--- src/rtl/asy_fifo_pkg.sv ---
`default_nettype none
// ============================================================================
// Module   : asy_fifo_pkg
// Brief    : Shared defaults and pointer type for the single-clock byte FIFO.
// Revision : 1.0 - initial release
// ============================================================================
package asy_fifo_pkg;

    localparam int DATA_WIDTH_DEF = 8;
    localparam int ADDR_WIDTH_DEF = 4;

    // Extra MSB is the wrap bit that distinguishes full from empty
    typedef logic [ADDR_WIDTH_DEF:0] ptr_t;

endpackage : asy_fifo_pkg
`default_nettype wire

--- src/rtl/asy_fifo_mem.sv ---
`default_nettype none
// ============================================================================
// Module   : asy_fifo_mem
// Brief    : DEPTH x DATA_WIDTH register array, one write port, registered read port.
// Revision : 1.0 - initial release
// ============================================================================
module asy_fifo_mem
    import asy_fifo_pkg::*;
#(
    parameter int DATA_WIDTH = DATA_WIDTH_DEF,
    parameter int ADDR_WIDTH = ADDR_WIDTH_DEF
) (
    input  logic                  clk_i,
    input  logic                  rst_i,
    input  logic                  wr_en_i,
    input  logic [ADDR_WIDTH-1:0] wr_addr_i,
    input  logic [DATA_WIDTH-1:0] wr_data_i,
    input  logic                  rd_en_i,
    input  logic [ADDR_WIDTH-1:0] rd_addr_i,
    output logic [DATA_WIDTH-1:0] rd_data_o
);

    localparam int DEPTH = 2 ** ADDR_WIDTH;

    logic [DATA_WIDTH-1:0] mem_q [DEPTH];
    logic [DATA_WIDTH-1:0] rd_data_q;

    // Storage is intentionally not reset; only the output register is
    always_ff @(posedge clk_i) begin
        if (wr_en_i) begin
            mem_q[wr_addr_i] <= wr_data_i;
        end
    end

    always_ff @(posedge clk_i) begin
        if (rst_i) begin
            rd_data_q <= '0;
        end else if (rd_en_i) begin
            rd_data_q <= mem_q[rd_addr_i];
        end
    end

    assign rd_data_o = rd_data_q;

endmodule : asy_fifo_mem
`default_nettype wire

--- src/rtl/asy_fifo_core.sv ---
`default_nettype none
// ============================================================================
// Module   : asy_fifo_core
// Brief    : Single-clock FIFO with full/empty flags; ASY_FIFO_LEVEL_EN adds fifo_level.
// Revision : 1.0 - initial release
// ============================================================================
module asy_fifo_core
    import asy_fifo_pkg::*;
#(
    parameter int DATA_WIDTH = DATA_WIDTH_DEF,
    parameter int ADDR_WIDTH = ADDR_WIDTH_DEF
) (
    input  logic                  wr_clk,
    input  logic                  wr_rst,
    input  logic                  wr_en,
    input  logic [DATA_WIDTH-1:0] wr_data,
    input  logic                  rd_en,
    output logic [DATA_WIDTH-1:0] rd_data,
`ifdef ASY_FIFO_LEVEL_EN
    output logic [ADDR_WIDTH:0]   fifo_level,
`endif
    output logic                  fifo_Full,
    output logic                  fifo_Empty
);

    logic [ADDR_WIDTH:0] wr_ptr_q, wr_ptr_d;
    logic [ADDR_WIDTH:0] rd_ptr_q, rd_ptr_d;
    logic                wr_fire;
    logic                rd_fire;

    assign fifo_Empty = (wr_ptr_q == rd_ptr_q);
    assign fifo_Full  = (wr_ptr_q[ADDR_WIDTH] != rd_ptr_q[ADDR_WIDTH]) &&
                        (wr_ptr_q[ADDR_WIDTH-1:0] == rd_ptr_q[ADDR_WIDTH-1:0]);

    // Gating uses pre-edge flags, so full+both reads only and empty+both writes only
    assign wr_fire = wr_en && !fifo_Full;
    assign rd_fire = rd_en && !fifo_Empty;

    always_comb begin
        wr_ptr_d = wr_ptr_q;
        rd_ptr_d = rd_ptr_q;
        if (wr_fire) begin
            wr_ptr_d = wr_ptr_q + 1'b1;
        end
        if (rd_fire) begin
            rd_ptr_d = rd_ptr_q + 1'b1;
        end
    end

    always_ff @(posedge wr_clk) begin
        if (wr_rst) begin
            wr_ptr_q <= '0;
            rd_ptr_q <= '0;
        end else begin
            wr_ptr_q <= wr_ptr_d;
            rd_ptr_q <= rd_ptr_d;
        end
    end

`ifdef ASY_FIFO_LEVEL_EN
    assign fifo_level = wr_ptr_q - rd_ptr_q;
`endif

    asy_fifo_mem #(
        .DATA_WIDTH (DATA_WIDTH),
        .ADDR_WIDTH (ADDR_WIDTH)
    ) u_mem (
        .clk_i     (wr_clk),
        .rst_i     (wr_rst),
        .wr_en_i   (wr_fire),
        .wr_addr_i (wr_ptr_q[ADDR_WIDTH-1:0]),
        .wr_data_i (wr_data),
        .rd_en_i   (rd_fire),
        .rd_addr_i (rd_ptr_q[ADDR_WIDTH-1:0]),
        .rd_data_o (rd_data)
    );

endmodule : asy_fifo_core
`default_nettype wire

--- config.mk ---
export PLATFORM = sky130hd
export DESIGN_NAME = asy_fifo_core
export DESIGN_NICKNAME = d
export VERILOG_FILES = /design/src/rtl/asy_fifo_pkg.sv /design/src/rtl/asy_fifo_mem.sv /design/src/rtl/asy_fifo_core.sv
export SDC_FILE = /design/constraint.sdc
export NUM_CORES = 1
export LEC_CHECK = 0
export ABC_CLOCK_PERIOD_IN_PS = 7400
export CORE_ASPECT_RATIO = 2
export CORE_MARGIN = 3
export CORE_UTILIZATION = 50
export CTS_CLUSTER_SIZE = 28
export DETAILED_ROUTE_END_ITERATION = 10
export GPL_TIMING_DRIVEN = 0
export PLACE_DENSITY = 0.67
export SYNTH_ARGS = -nofsm -noshare
export SYNTH_HDL_FRONTEND = slang
export SYNTH_HIERARCHICAL = 1
export SYNTH_SLANG_ARGS = --single-unit
export TNS_END_PERCENT = 100
--- constraint.sdc ---
create_clock -name wr_clk -period 7.4 [get_ports wr_clk]
set_input_delay 1.48 -clock wr_clk [delete_from_list [all_inputs] [get_ports wr_clk]]
set_output_delay 1.48 -clock wr_clk [all_outputs]
set_load 0.005 [all_outputs]
; Word-level counts from Yosys, hierarchy flattened
; Memory sizes are Yosys's and may differ from the RTL's. A register that Yosys moved wholly into a read port is not among the register bits.
; Index checks and enable logic that the tools add are counted.
[totals]
input_bits = 12
ram_bits = 128
mem_count = 1
reg_bits = 10
out_inout_bits = 10
wordCells = 15
[classes]
add_sub_neg = 2
eq_ne = 3
reduce_logical = 5
mux = 2
[mem_list]
columns = memory, depth, width, read_ports, rd_clocked_by_memory_dff, wr, line
row1 = u_mem.mem_q, 16, 8, 1, 1, 1, asy_fifo_mem.sv:25  ; logic [DATA_WIDTH-1:0] mem_q [DEPTH];
[ops]
columns = cell, count
row1 = "5-bit by 1-bit adder with 5-bit output, second input constant", 2
row2 = 5-bit == test, 1
row3 = 4-bit == test, 1
row4 = 1-bit logical AND, 3
row5 = 1-bit logical NOT, 2
row6 = 1-bit 2-to-1 mux, 2
row7 = 1-bit inequality test, 1

; Longest topological paths before layout
[depth]
depth_word = 6
mapped_depth = 8
mapped_depth_nobuf = 7

; Modules after synthesis
; The synthesis kept the hierarchy.
[by_module_without_submodules]
columns = module, area_each_um2, instances, cells_per_inst, seq_area_each_um2
row1 = asy_fifo_mem, 5343.9, 1, 316, 4003.8
row2 = asy_fifo_core, 643.1, 1, 72, 200.2

; Worst setup path before layout
; OpenSTA, ideal clock, no wires.
[synth_timing]
path_kind = in2reg
startpoint = in wr_en
endpoint = mem u_mem/mem_q[0][0] (netlist name), enable pin
path_buffers = 0
stages = 3
required_time_ps = 7017
path_slack_ps = 4215
setup_ps = 383
arrival_ps = 2801
path_cell_list = a21boi_4 or3b_2 nor3_1
[synth_via]
elab_chain_len = 3
[synth_lines]
columns = item, line
row1 = start: declaration, asy_fifo_core.sv:15  ; input logic wr_en,
row2 = 1-bit logical AND, asy_fifo_core.sv:36  ; assign wr_fire = wr_en && !fifo_Full;
row3 = 1-bit 2-to-1 mux, asy_fifo_mem.sv:30  ; if (wr_en_i) begin
row4 = 1-bit 2-to-1 mux (not written as such), asy_fifo_mem.sv:31  ; mem_q[wr_addr_i] <= wr_data_i;
row5 = end: declaration, asy_fifo_mem.sv:25
; No other way between the ends.

; Worst setup path in the final report
[layout_timing]
startpoint = in wr_en
endpoint = mem u_mem/mem_q[0][0] (netlist name), enable pin
[layout_via]
elab_chain_len = 3
[layout_lines]
columns = item, line
row1 = 1-bit logical AND, asy_fifo_core.sv:36
row2 = named net wr_fire, asy_fifo_core.sv:28  ; logic wr_fire;
row3 = 1-bit 2-to-1 mux, asy_fifo_mem.sv:30
row4 = 1-bit 2-to-1 mux (not written as such), asy_fifo_mem.sv:31
; The timed path passes the listed nets, and every way through them passes these cells.

==> flow_metrics.py <==
metrics = {
    "worst_setup_path": {
        "required_ns": 7.42,
        "cpPeakStageDelay_ns": 0.99,
        "timing.rr.start": "wr_ptr_q[0]",
        "endpoint": "u_mem/mem_q[0][0]",
        "crit_arrival_ns": 3.85,
        "rr_worst_depth": 6,
        "r2r-end": "u_mem/mem_q[0][0]",
        "worstSetupPathType": "in2reg",
        "cpMaxStageDelayCell": "nor3_1",
        "crit_path_start_kind": "input pin",
        "cp-end-kind": "register",
        "startpoint": "wr_en",
        "crit_chain": "clkdlybuf4s50_1 -> a21boi_4 -> or3b_2 -> nor3_1",
        "cp_max_fo": 8,
        "rrSetupSlack_ns": 4.18,
    },
    "layout": {
        "final_net_count": 442,
        "diodes": 0,
        "layout-drive-gt1-share_pct": 11.6,
        "fill_cells": 831,
        "syn_to_final_growth_pct": 17.2,
        "fin_area_um2": 7020,
    },
    "yosys": {
        "synth_area_leaders": "edfxtp_1 (64%), mux2i_1 (11%), dfxtp_1 (6.0%)",
        "netlist_area_um2": 5990,
        "synth_top_area_cell": "edfxtp_1",
        "synth_edf_count": 128,
        "synth_ff_type": "edfxtp_1",
        "yosysMostFrequentCell": "edfxtp_1",
        "synth_nets": 402,
        "synth_top_area_share_pct": 64.2,
        "syn_avg_cell_area_um2": 15.4,
        "async_reset_ff_share_pct": 0,
        "yosys_warnings": 6,
        "synth_seq_cells": 146,
        "ys_types": 37,
        "synthTopCellsByCount": "edfxtp_1 (128), mux2i_1 (66), nand3_1 (26)",
        "ys_seq_area_share_pct": 70.2,
        "synthCells": 388,
    },
    "cts": {
        "cts_max_level": 4,
        "cts_tree": "yes",
        "clkLatencyLatePin_ns": 0.41,
        "cts.clk_slew.worst_paths_ns": 0.06,
        "cts_sinks": 146,
        "cts_made_buffers": 17,
        "root_buffer": "clkbuf_16",
        "cts_max_path_buffers": 2,
        "cts-hold-fix-buffers": 0,
        "cts_resized": 0,
        "post_cts_buffers": 0,
    },
    "placed_design": {
        "gp_congestion": 0.808,
        "dpl.hpwl_mm": 9.00,
        "preCtsSetupSlack_ns": 3.16,
        "dpl_cell_area_um2": 6370,
        "numPortBuffers": 21,
    },
    "routing": {
        "route.detailed.drc": 0,
        "wl_per_cell_um": 22.7,
        "via_per_inst": 5.90,
        "drt_iter0_drc": 250,
        "postRouteAntennaNets": 0,
        "firstDrtPassIters": 4,
        "via_count": 3442,
        "finalWirelength_mm": 13.3,
    },
    "power": {
        "peakVddDrop_uv": 180,
        "p_per_area_nw_per_um2": 291,
        "finalPower_uw": 2040,
        "p_leak_uw": 0.00224,
    },
    "timing": {
        "worst_pin_slew_ns": 1.28,
        "min_period_ns": 3.84,
        "drv_slew": 0,
        "tns_ns": 0,
        "skew_ns": 0.0110,
        "rsz0062_at_grt": "false",
        "slew_headroom_pct": 14.1,
        "fmax_ghz": 0.261,
        "hold_viol_final": 0,
        "setup_violations": 0,
        "hold_ws_ns": 0.475,
        "post-route-period-util_pct": 51.8,
        "timing.final.ws_setup_ns": 3.56,
    },
    "die": {
        "core-area_um2": 11500,
        "row_count": 55,
        "die_w_um": 83.4,
        "initial_core_util_pct": 52.1,
        "die-area_um2": 13400,
        "die_h_um": 161,
        "ios": 22,
    },
    "grt": {
        "antenna_found_initial": 0,
        "track_usage_pct": 20.6,
        "grt_max_degree": 17,
        "grt_pass1_vias": 3570,
        "overflow": 0,
        "grt_first_pass_wirelength_mm": 20.5,
    },
    "run_status": {
        "status": "finished, final reports clean",
    },
    "job": {
        "drv_cap": 0,
    },
    "worst_hold_path": {
        "hp-class": "reg2reg",
        "hp-start": "u_mem/rd_data_o[4]",
    },
}
layout by cell type (no fill, tap or decap), drive strengths merged, types with 2 or more instances in the layout:
cell type	Yosys	layout
a21oi	13	13
a22oi	24	24
and4	2	2
buf	15	15
bufinv	0	5
clkbuf	1	19
clkdlybuf4s50	0	21
clkinv	0	5
clkinvlp	0	4
dfxtp	18	18
edfxtp	128	128
ha	2	2
inv	6	6
mux2	5	5
mux2i	66	66
nand2	22	22
nand2b	2	2
nand3	26	26
nand3b	3	3
nand4	5	5
nor2	20	20
nor2b	7	7
nor3	4	4
o21ai	2	2
o311ai	2	2
xnor2	5	5
report_power, final:
part / internal [uW] / switching [uW] / leakage (uW)
logic: 73.8 / 111 / 0.000635
registers: 918 / 17.9 / 0.00130
clock network: 597 / 322 / 0.000302
critical path: cells and delay by family:
kind	cells	cell delay, ns
buffers and inverters	1	0.56
and+or+nand+nor	2	1.52
AOI/OAI and AO/OA	1	0.29
routing by layer:
metal  track usage (%)  vias up  wire [um]  part of all wire [%]
met3              4.98       34        540                   4.1
met1              21.6     1723       4810                    36
met4              12.6        0        716                   5.4
li1                  -     1583          -                     -
met5                 0        -          0                     0
met2              36.5      102       7190                    54
state kept, by name, indices dropped and copies added, names as in the netlist:
| signal | count |
|---|---|
| u_mem/mem_q | 128 |
| rd_ptr_q | 5 |
| wr_ptr_q | 5 |
| u_mem/rd_data_o | 8 |
how the worst min path moves through the flow:
| stage | to | slack, ns | cells past startpoint |
|---|---|---|---|
| after global routing | u_mem/rd_data_o[0] | 0.49 | 2 |
| after CTS | u_mem/rd_data_o[0] | 0.47 | 2 |
| final | u_mem/rd_data_o[4] | 0.48 | 2 |
| after floorplan | u_mem/rd_data_o[0] | 0.45 | 2 |
| after global placement | u_mem/rd_data_o[5] | 0.45 | 2 |
| after detailed placement | u_mem/rd_data_o[0] | 0.46 | 2 |
final cells by class:
type / instances / area (um^2) / share of cell area, %
sequential: 146 / 4200 / 59.9
multi-input combinational: 220 / 1600 / 22.8
clock buffer: 18 / 429 / 6.12
clock inverter: 14 / 213 / 3.03
timing repair buffer: 21 / 210 / 3.00
tap: 142 / 178 / 2.53
buffer: 16 / 158 / 2.25
inverter: 6 / 22.5 / 0.321
cells by family after synthesis:
family	synth area share (%)
flops	70.2
simple gates	7.88
mux	12.0
compound gates	5.62
buf+inv	3.01
xor+xnor	0.878
fa+ha+maj	0.418
metrics by stage:
stage               utilization, %  instances
finish                        61.1        583
global route                  61.1        583
CTS                           61.1        583
detailed placement            55.5        551
global placement              55.5        551
floorplan                        -        388
(Power assumes the default switching activity.)
